==> config.mk <==
export PLATFORM = sky130hd
export DESIGN_NAME = pq_pop_reader
export DESIGN_NICKNAME = d
export VERILOG_FILES = /design/src/rtl/pq_pkg.sv /design/src/rtl/pq_skid_buf.sv /design/src/rtl/pq_pop_reader.sv
export SDC_FILE = /design/constraint.sdc
export NUM_CORES = 1
export LEC_CHECK = 0
export CORE_MARGIN = 5
export CORE_UTILIZATION = 54
export CTS_CLUSTER_SIZE = 14
export DETAILED_ROUTE_END_ITERATION = 10
export GPL_TIMING_DRIVEN = 0
export PLACE_DENSITY = 0.94
export SYNTH_ARGS = -nofsm -noshare
export SYNTH_HDL_FRONTEND = slang
export SYNTH_SLANG_ARGS = --single-unit
==> constraint.sdc <==
create_clock -name clk_i -period 5.7 [get_ports clk_i]
set_input_delay 0.57 -clock clk_i [delete_from_list [all_inputs] [get_ports clk_i]]
set_output_delay 0.57 -clock clk_i [all_outputs]
set_load 0.05 [all_outputs]
==> src/rtl/pq_pkg.sv <==
// Shared types for the array priority queue: cell layout and the engine FSM states.
package pq_pkg;
  localparam int DATA_WIDTH = 16;
  localparam int ID_WIDTH   = 3;

  typedef struct packed {
    logic [DATA_WIDTH-1:0] data;
    logic [ID_WIDTH-1:0]   id;
  } cell_t;

  typedef enum logic [1:0] {IDLE, RUN, DRAIN} pq_state_e;
endpackage

==> src/rtl/pq_skid_buf.sv <==
// Two-entry FIFO of queue cells; entry 0 is the registered head presented downstream.
module pq_skid_buf
  import pq_pkg::*;
(
  input  logic       clk,
  input  logic       rst,
  input  logic       push,
  input  logic       pop,
  input  cell_t      din,
  output cell_t      dout,
  output logic [1:0] cnt
);
  cell_t e0, e1;

  assign dout = e0;

  always_ff @(posedge clk or posedge rst) begin
    if (rst) begin
      e0  <= '0;
      e1  <= '0;
      cnt <= 2'd0;
    end else begin
      case ({push, pop})
        2'b10: begin
          if (cnt == 2'd0) e0 <= din;
          else             e1 <= din;
          cnt <= cnt + 2'd1;
        end
        2'b01: begin
          e0  <= e1;
          cnt <= cnt - 2'd1;
        end
        2'b11: begin
          // Occupancy unchanged: shift when full, otherwise replace the departing head.
          if (cnt == 2'd2) begin
            e0 <= e1;
            e1 <= din;
          end else begin
            e0 <= din;
          end
        end
        default: ;
      endcase
    end
  end
endmodule

==> src/rtl/pq_pop_reader.sv <==
// Read-side engine: pops qualifying queue heads into a skid buffer, streams them out
// and hands each delivered id back to the allocator.
module pq_pop_reader
  import pq_pkg::*;
#(
  parameter int DATA_WIDTH = pq_pkg::DATA_WIDTH,
  parameter int ID_WIDTH   = pq_pkg::ID_WIDTH,
  parameter int CNT_W      = 16
) (
  input  logic                  clk_i,
  input  logic                  rst_i,
  input  logic                  en_i,
  input  logic [DATA_WIDTH-1:0] thr_i,
  input  logic                  pq_empty_i,
  input  cell_t                 pq_head_i,
  output logic                  pq_pop_o,
  output logic                  out_valid_o,
  input  logic                  out_ready_i,
  output cell_t                 out_cell_o,
  output logic                  id_free_valid_o,
  output logic [ID_WIDTH-1:0]   id_free_o,
  output logic                  idle_o,
  output logic [CNT_W-1:0]      pop_cnt_o
);
  pq_state_e  state, state_nxt;
  logic [1:0] cnt;
  logic       fire;

  pq_skid_buf u_buf (
    .clk  (clk_i),
    .rst  (rst_i),
    .push (pq_pop_o),
    .pop  (fire),
    .din  (pq_head_i),
    .dout (out_cell_o),
    .cnt  (cnt)
  );

  assign out_valid_o = (cnt != 2'd0);
  assign fire        = out_valid_o && out_ready_i;
  // A full buffer still accepts a pop when its head leaves in the same cycle.
  assign pq_pop_o    = (state == RUN) && !pq_empty_i && (pq_head_i.data >= thr_i) &&
                       ((cnt != 2'd2) || fire);
  assign idle_o      = (state == IDLE) && (cnt == 2'd0);

  always_ff @(posedge clk_i or posedge rst_i) begin
    if (rst_i) state <= IDLE;
    else       state <= state_nxt;
  end

  always_comb begin
    state_nxt = state;
    case (state)
      IDLE:    if (en_i) state_nxt = RUN;
      RUN:     if (!en_i) state_nxt = DRAIN;
      DRAIN: begin
        if (en_i)                state_nxt = RUN;
        else if (cnt == 2'd0)    state_nxt = IDLE;
      end
      default: state_nxt = IDLE;
    endcase
  end

  always_ff @(posedge clk_i or posedge rst_i) begin
    if (rst_i) begin
      id_free_valid_o <= 1'b0;
      id_free_o       <= '0;
      pop_cnt_o       <= '0;
    end else begin
      id_free_valid_o <= fire;
      if (fire) begin
        id_free_o <= out_cell_o.id;
        pop_cnt_o <= pop_cnt_o + 1'b1;
      end
    end
  end
endmodule

==> results of run 1 <==
how the worst max path moves through the flow:
stage                        from  endpoint  slack, ns  depth (start not counted)
floorplan               thr_i[15]  pq_pop_o       2.44                          9
global placement    pq_head_i[18]  pq_pop_o       1.11                         10
detailed placement  pq_head_i[18]  pq_pop_o       1.08                         10
CTS                     thr_i[15]  pq_pop_o       1.01                         11
global route            thr_i[15]  pq_pop_o       0.77                         11
finish                  thr_i[15]  pq_pop_o       0.94                         11
power by group through the flow:
stage	clock, uW	combinational (uW)	sequential [uW]
floorplan	0	233	972
global placement	0	795	682
detailed placement	0	813	690
CTS	418	817	687
global route	436	858	707
finish	417	814	691
cells in the final DEF (no fill, tap or decap), types with 12 or more instances in the layout:
master	instances
xnor2_1	13
mux2_2	26
clkdlybuf4s50_1	81
dfrtp_1	62
nand3_1	24
a31oi_1	20
clkbuf_1	12
clkbuf_8	13
nand2_1	27
a32oi_1	19
inv_1	19
ha_1	17
nor3_1	21
registers in the layout, summed over array words and instances, names as in the netlist:
| name | cells |
|---|---|
| u_buf.cnt | 2 |
| state | 2 |
| u_buf.dout | 19 |
| u_buf.e1 | 19 |
| id_free_valid_o | 1 |
| id_free_o | 3 |
| pop_cnt_o | 16 |
routing by layer:
layer | GRT usage | share of wire | vias to the layer above
met3 | 0.0634 | 0.075 | 27
met2 | 0.393 | 0.50 | 154
met1 | 0.272 | 0.39 | 1515
met5 | 0 | 0 | -
li1 | - | - | 1409
met4 | 0.103 | 0.034 | 0
per-stage QoR:
stage                util  setup slack (ns)  cells  total power, uW  area, um2
floorplan               -              2.44    330             1210       3460
global placement    0.696              1.11    488             1480       4370
detailed placement  0.699              1.08    489             1500       4390
CTS                 0.734              1.01    505             1920       4610
global route        0.734             0.768    505             2000       4610
finish              0.734             0.937    505             1920       4610
worst max-delay path, stage by stage:
cell	delay [ns]
clkdlybuf4s50_1	0.49
inv_1	0.05
ha_1	0.35
nand4_2	0.17
nor3_1	0.07
nor4_1	0.83
a31o_1	0.27
buf_6	0.14
clkbuf_1	0.39
a21oi_1	0.12
clkdlybuf4s50_1	0.74
cells by family after synthesis:
logic type | count (synthesis)
adder cells (fa/ha/maj) | 17
buffers and inverters | 40
flip-flops | 62
multiplexers | 37
AO/OA/AOI/OAI | 62
AND/OR/NAND/NOR | 97
XOR/XNOR | 15
cells in the mapped netlist:
cell type  number  area, um2
dfrtp_1        62       1550
nand2_1        27        101
mux2_2         26        293
nand3_1        24        120
nor3_1         21        105
a31oi_1        20        125
inv_1          20       75.1
a32oi_1        19        166
ha_1           17        213
xnor2_1        13        114
clkbuf_1       12       45.0
mux2_4         10        150
a21oi_1         8       40.0
nand4_1         6       37.5
nor2_1          5       18.8
o21ai_0         5       25.0
buf_2           4       20.0
and3_1          2       12.5
buf_6           2       22.5
nand2b_1        2       12.5
nor2b_1         2       12.5
o21ai_1         2       10.0
or2_2           2       12.5
xor2_1          2       17.5
a2111oi_0       1       8.76
a211oi_1        1       7.51
a211oi_4        1       20.0
a21boi_0        1       7.51
a311oi_2        1       15.0
a31o_1          1       8.76
a41o_1          1       10.0
and4_1          1       8.76
buf_1           1       3.75
inv_2           1       3.75
mux2i_1         1       10.0
nand3b_1        1       7.51
nand3b_2        1       11.3
nand4_2         1       12.5
nor3_2          1       10.0
nor4_1          1       6.26
o221ai_1        1       8.76
layout make-up:
type	instances	area, um2
Sequential cell	62	1550
Inverter	21	78.8
Tap cell	77	96.3
Clock inverter	3	40.0
Clock buffer	13	179
Multi-Input combinational cell	228	1740
Buffer	19	91.3
Timing Repair Buffer	82	831
Fill cell	387	1670
==> impl_metrics.toml, run 1 <==
[die]
core_area_um2 = 6280
fp.dieW_um = 90.1
fp-row-count = 29
io_pins = 82
fp.dieH_um = 90.1
floorplan.initialDensity = 0.551
die_area_um2 = 8110

[layout]
n_antenna_cell = 0
fin_nets = 480
drive_gt1_frac = 0.159
area_delta_synth_final_pct = 33.1

[critical_path]
worst-endpoint-required_ns = 5.13
start_kind = "primary input"
r2r_setup_slack_ns = 3.09
path_class = "primary input to output pin"
cp_max_fo = 10
reg2reg_from = "state[1]"
r2r_cells = 8
cp.arrival_ns = 4.19
end_kind = "output pin"
regToRegEndpoint = "u_buf.e1[9]"

[global_route]
track_usage = 0.231
antenna_found_initial = 0
grt_pass1_vias = 3159
grt_pass1_wl_um = 15400
grt_max_degree = 43
overflow = 0

[sta]
fin_crit_ns = 4.76
rsz0062_at_grt = "no"
finalSetupViolCount = 0
hold_slack_ns = 0.472
slew_headroom = 0.345
min_period_over_period = 0.836
slew_viol_final = 0
timing.fmax_mhz = 210
fin_worst_skew_ns = 0.00463
tightest_slew_ns = 0.973
finalSetupTns_ns = 0
hold_viol = 0

[cts]
clock_latency_ns = 0.34
ctsHoldBuffers = 0
cts_buffer_depth = 2
cts_buffers = 9
clk_pin_slew_ns = 0.07
cts.sinks = 62
clockRootBuffer = "clkbuf_8"
cts_tree = "built"
cts_resized = 0
cts_setup_buffers = 0
htree_levels = 3

[drt]
postRouteWirelength_um = 9270
wl_per_cell_um = 18.4
ant_nets = 0
drc_errors = 0
detailedRoute.firstPassIterationCount = 5
viasPerCell = 6.15
drt_iter0_drc = 349
dr_total_vias = 3105

[power_and_ir_drop]
p_leak_uw = 0.00196
power_frac_seq = 0.360
swShare = 0.410
power-per-cell-area_nw_per_um2 = 417
peakVddDrop_mv = 0.342
intPower_uw = 1130
power_frac_comb = 0.423
p_sw_uw = 788
clock_power_share = 0.217

[placed_design]
routabilityCongestion = 0.883
hpwl_um = 6590
numPortBuffers = 81

[synth]
synth_cell_types = 41
synth_seq_cells = 62
synthSimpleGateAreaFrac = 0.141
syn_avg_cell_area_um2 = 10.5
synth_top_family_by_area = "simple AND/OR/NAND/NOR gates"
synthMuxAreaShare = 0.131
synth-xor-area-share = 0.0380
syn_inst = 330
synth_fa_ha_area_frac = 0.0615
ys_warn_count = 0
syn_area_um2 = 3460
synthesis.nets = 387
ys_seq_area_frac = 0.448
synth_compound_area_frac = 0.131

[job]
max-cap-violations = 0

[min_path]
hold_path_class = "register to register"
worstHoldPathCells = 1
worstHoldStart = "pop_cnt_o[15]"
min_to = "pop_cnt_o[15]"

[outcome]
outcome = "finished clean"
Note: power is estimated with default switching activity, not from simulation.
==> run 2: changes to the inputs <==
--- a/config.mk
+++ b/config.mk
@@ -6,11 +6,11 @@
 export NUM_CORES = 1
 export LEC_CHECK = 0
 export CORE_MARGIN = 5
-export CORE_UTILIZATION = 54
+export CORE_UTILIZATION = 45
 export CTS_CLUSTER_SIZE = 14
 export DETAILED_ROUTE_END_ITERATION = 10
 export GPL_TIMING_DRIVEN = 0
-export PLACE_DENSITY = 0.94
+export PLACE_DENSITY = 0.84
 export SYNTH_ARGS = -nofsm -noshare
 export SYNTH_HDL_FRONTEND = slang
 export SYNTH_SLANG_ARGS = --single-unit
==> constraint.sdc (replaced) <==
create_clock -name clk_i -period 4 [get_ports clk_i]
set_input_delay 0.4 -clock clk_i [delete_from_list [all_inputs] [get_ports clk_i]]
set_output_delay 0.4 -clock clk_i [all_outputs]
set_load 0.05 [all_outputs]
==> run 2 against run 1 <==
Against the previous run:
- worst setup slack lost 0.71 ns
- total power grew 44%
- critical path depth shrank 1
- wire length shrank 3.5%
- sequential share of layout area shrank 0.37 points
- combinational power grew 43%
- utilization shrank 12 points
- die area grew 18%
==> impl_metrics.toml, run 2 (synthesized netlist as in run 1, its figures left out) <==
[outcome]
outcome = "finished clean"

[critical_path]
end_kind = "output pin"
crit_end = "pq_pop_o"
cp_slowest_cell = "dlygate4sd2_1"
max_stage_delay_ns = 0.55
cp_cell_sequence = "clkdlybuf4s50_1 -> ha_1 -> nand4_2 -> nor3_2 -> o21ai_1 -> a31o_1 -> buf_6 -> clkbuf_1 -> a21oi_1 -> dlygate4sd2_1"
path_class = "primary input to output pin"
reg2reg_from = "state[1]"
cp.arrival_ns = 3.37
cp.depth = 10
path_buf_inv = 4
critical-path-top-delay-family = "buffers and inverters"
worst-endpoint-required_ns = 3.60
start_kind = "primary input"
regToRegEndpoint = "u_buf.dout[18]"
startpoint = "pq_head_i[18]"
r2r_setup_slack_ns = 1.40
r2r_cells = 7
cp_max_fo = 10

[die]
die_area_um2 = 9540
core_area_um2 = 7610
floorplan.initialDensity = 0.455
fp-row-count = 32
fp.dieW_um = 97.7
io_pins = 82
fp.dieH_um = 97.7

[sta]
hold_slack_ns = 0.429
finalSetupTns_ns = 0
slew_headroom = 0.473
layout_setup_ws_ns = 0.231
rsz0062_at_grt = "no"
fin_crit_ns = 3.77
slew_viol_final = 0
finalSetupViolCount = 0
min_period_over_period = 0.942
fin_worst_skew_ns = 0.00474
tightest_slew_ns = 0.790
hold_viol = 0
timing.fmax_mhz = 265

[cts]
cts_buffer_depth = 2
cts.sinks = 62
cts_setup_buffers = 0
clock_latency_ns = 0.34
htree_levels = 3
clk_pin_slew_ns = 0.07
ctsHoldBuffers = 0
cts_tree = "built"
clockRootBuffer = "clkbuf_8"
cts_buffers = 9
cts_resized = 2

[global_route]
antenna_found_initial = 0
gr-usage-met2 = 0.308
overflow = 0
grt_pass1_vias = 3032
grt_util_met3 = 0.0625
grtUsageMet1 = 0.246
track_usage = 0.193
busiest_layer = "met2"
grt_pass1_wl_um = 14900
grt_max_degree = 40

[drt]
drc_errors = 0
postRouteWirelength_um = 8950
dr_total_vias = 3036
detailedRoute.firstPassIterationCount = 5
viasPerCell = 5.73
wl_per_cell_um = 16.9
drt_iter0_drc = 220
ant_nets = 0

[power_and_ir_drop]
power-per-cell-area_nw_per_um2 = 595
peakVddDrop_mv = 0.337
p_leak_uw = 0.00197

[layout]
final_cell_mix = "clkdlybuf4s50_1 (80), dfrtp_1 (62), nand2_1 (27)"
drive_gt1_frac = 0.159
final_area_um2 = 4660
final_util = 0.612
area_delta_synth_final_pct = 34.6
n_antenna_cell = 0
layout_commonest_cell = "clkdlybuf4s50_1"
fin_nets = 480

[placed_design]
dpl_worst_slack_ns = -0.297
numPortBuffers = 81
hpwl_um = 6560
placed_area_um2 = 4420
routabilityCongestion = 0.804

[min_path]
hold_path_class = "primary input to asynchronous set/reset pin"

[job]
max-cap-violations = 0
[run 2: cell types whose count changed in the layout (fill, tap and decap cells not counted), sizes merged]
cell and change:
bufinv +1, dlygate4sd2 +1, clkdlybuf4s50 -1, clkinv -1
[run 2: per-stage QoR]
| step | instances | total power, uW |
|---|---|---|
| 2_1_floorplan | 330 | 1720 |
| 3_3_place_gp | 513 | 2110 |
| 3_5_place_dp | 514 | 2140 |
| 4_1_cts | 530 | 2790 |
| 5_1_grt | 530 | 2910 |
| 6_report | 530 | 2770 |
[run 2: how the worst min path moves through the flow]
stage | startpoint | end | slack, ns | depth (start not counted)
after global placement | pop_cnt_o[15] | pop_cnt_o[15] | 0.46 | 1
after CTS | rst_i | u_buf.dout[11] | 0.44 | 2
after global routing | rst_i | u_buf.e1[1] | 0.48 | 2
after floorplan | en_i | state[1] | 0.46 | 1
final | rst_i | u_buf.dout[11] | 0.43 | 2
after detailed placement | id_free_o[0] | id_free_o[0] | 0.47 | 2
[run 2: per-layer routing]
| layer | up-vias | part of all wire | wire length [um] |
|---|---|---|---|
| li1 | 1411 | - | - |
| met1 | 1472 | 0.41 | 3700 |
| met2 | 133 | 0.49 | 4370 |
| met3 | 20 | 0.074 | 660 |
| met4 | 0 | 0.025 | 222 |
| met5 | - | 0 | 0 |
[run 2: worst register-to-register path, stage by stage (launching register included)]
cell	delay (ns)
dfrtp_1	0.40
nand2b_1	0.16
or2_2	0.29
clkbuf_1	0.15
a311oi_2	0.71
clkbuf_1	0.51
nor3_1	0.12
a31oi_1	0.17
[run 2: report_power, final]
part / switching (uW) / internal, uW / total [uW]
clock network: 236 / 401 / 637
logic: 714 / 442 / 1160
registers: 159 / 821 / 980
total: 1110 / 1660 / 2770
[run 2: final cells by class]
class | instances | area (um2)
buffer | 19 | 91.3
clock buffer | 13 | 169
clock inverter | 3 | 65.1
fill | 625 | 2950
inverter | 21 | 78.8
multi-input combinational | 228 | 1750
sequential | 62 | 1550
tap | 102 | 128
timing repair buffer | 82 | 830
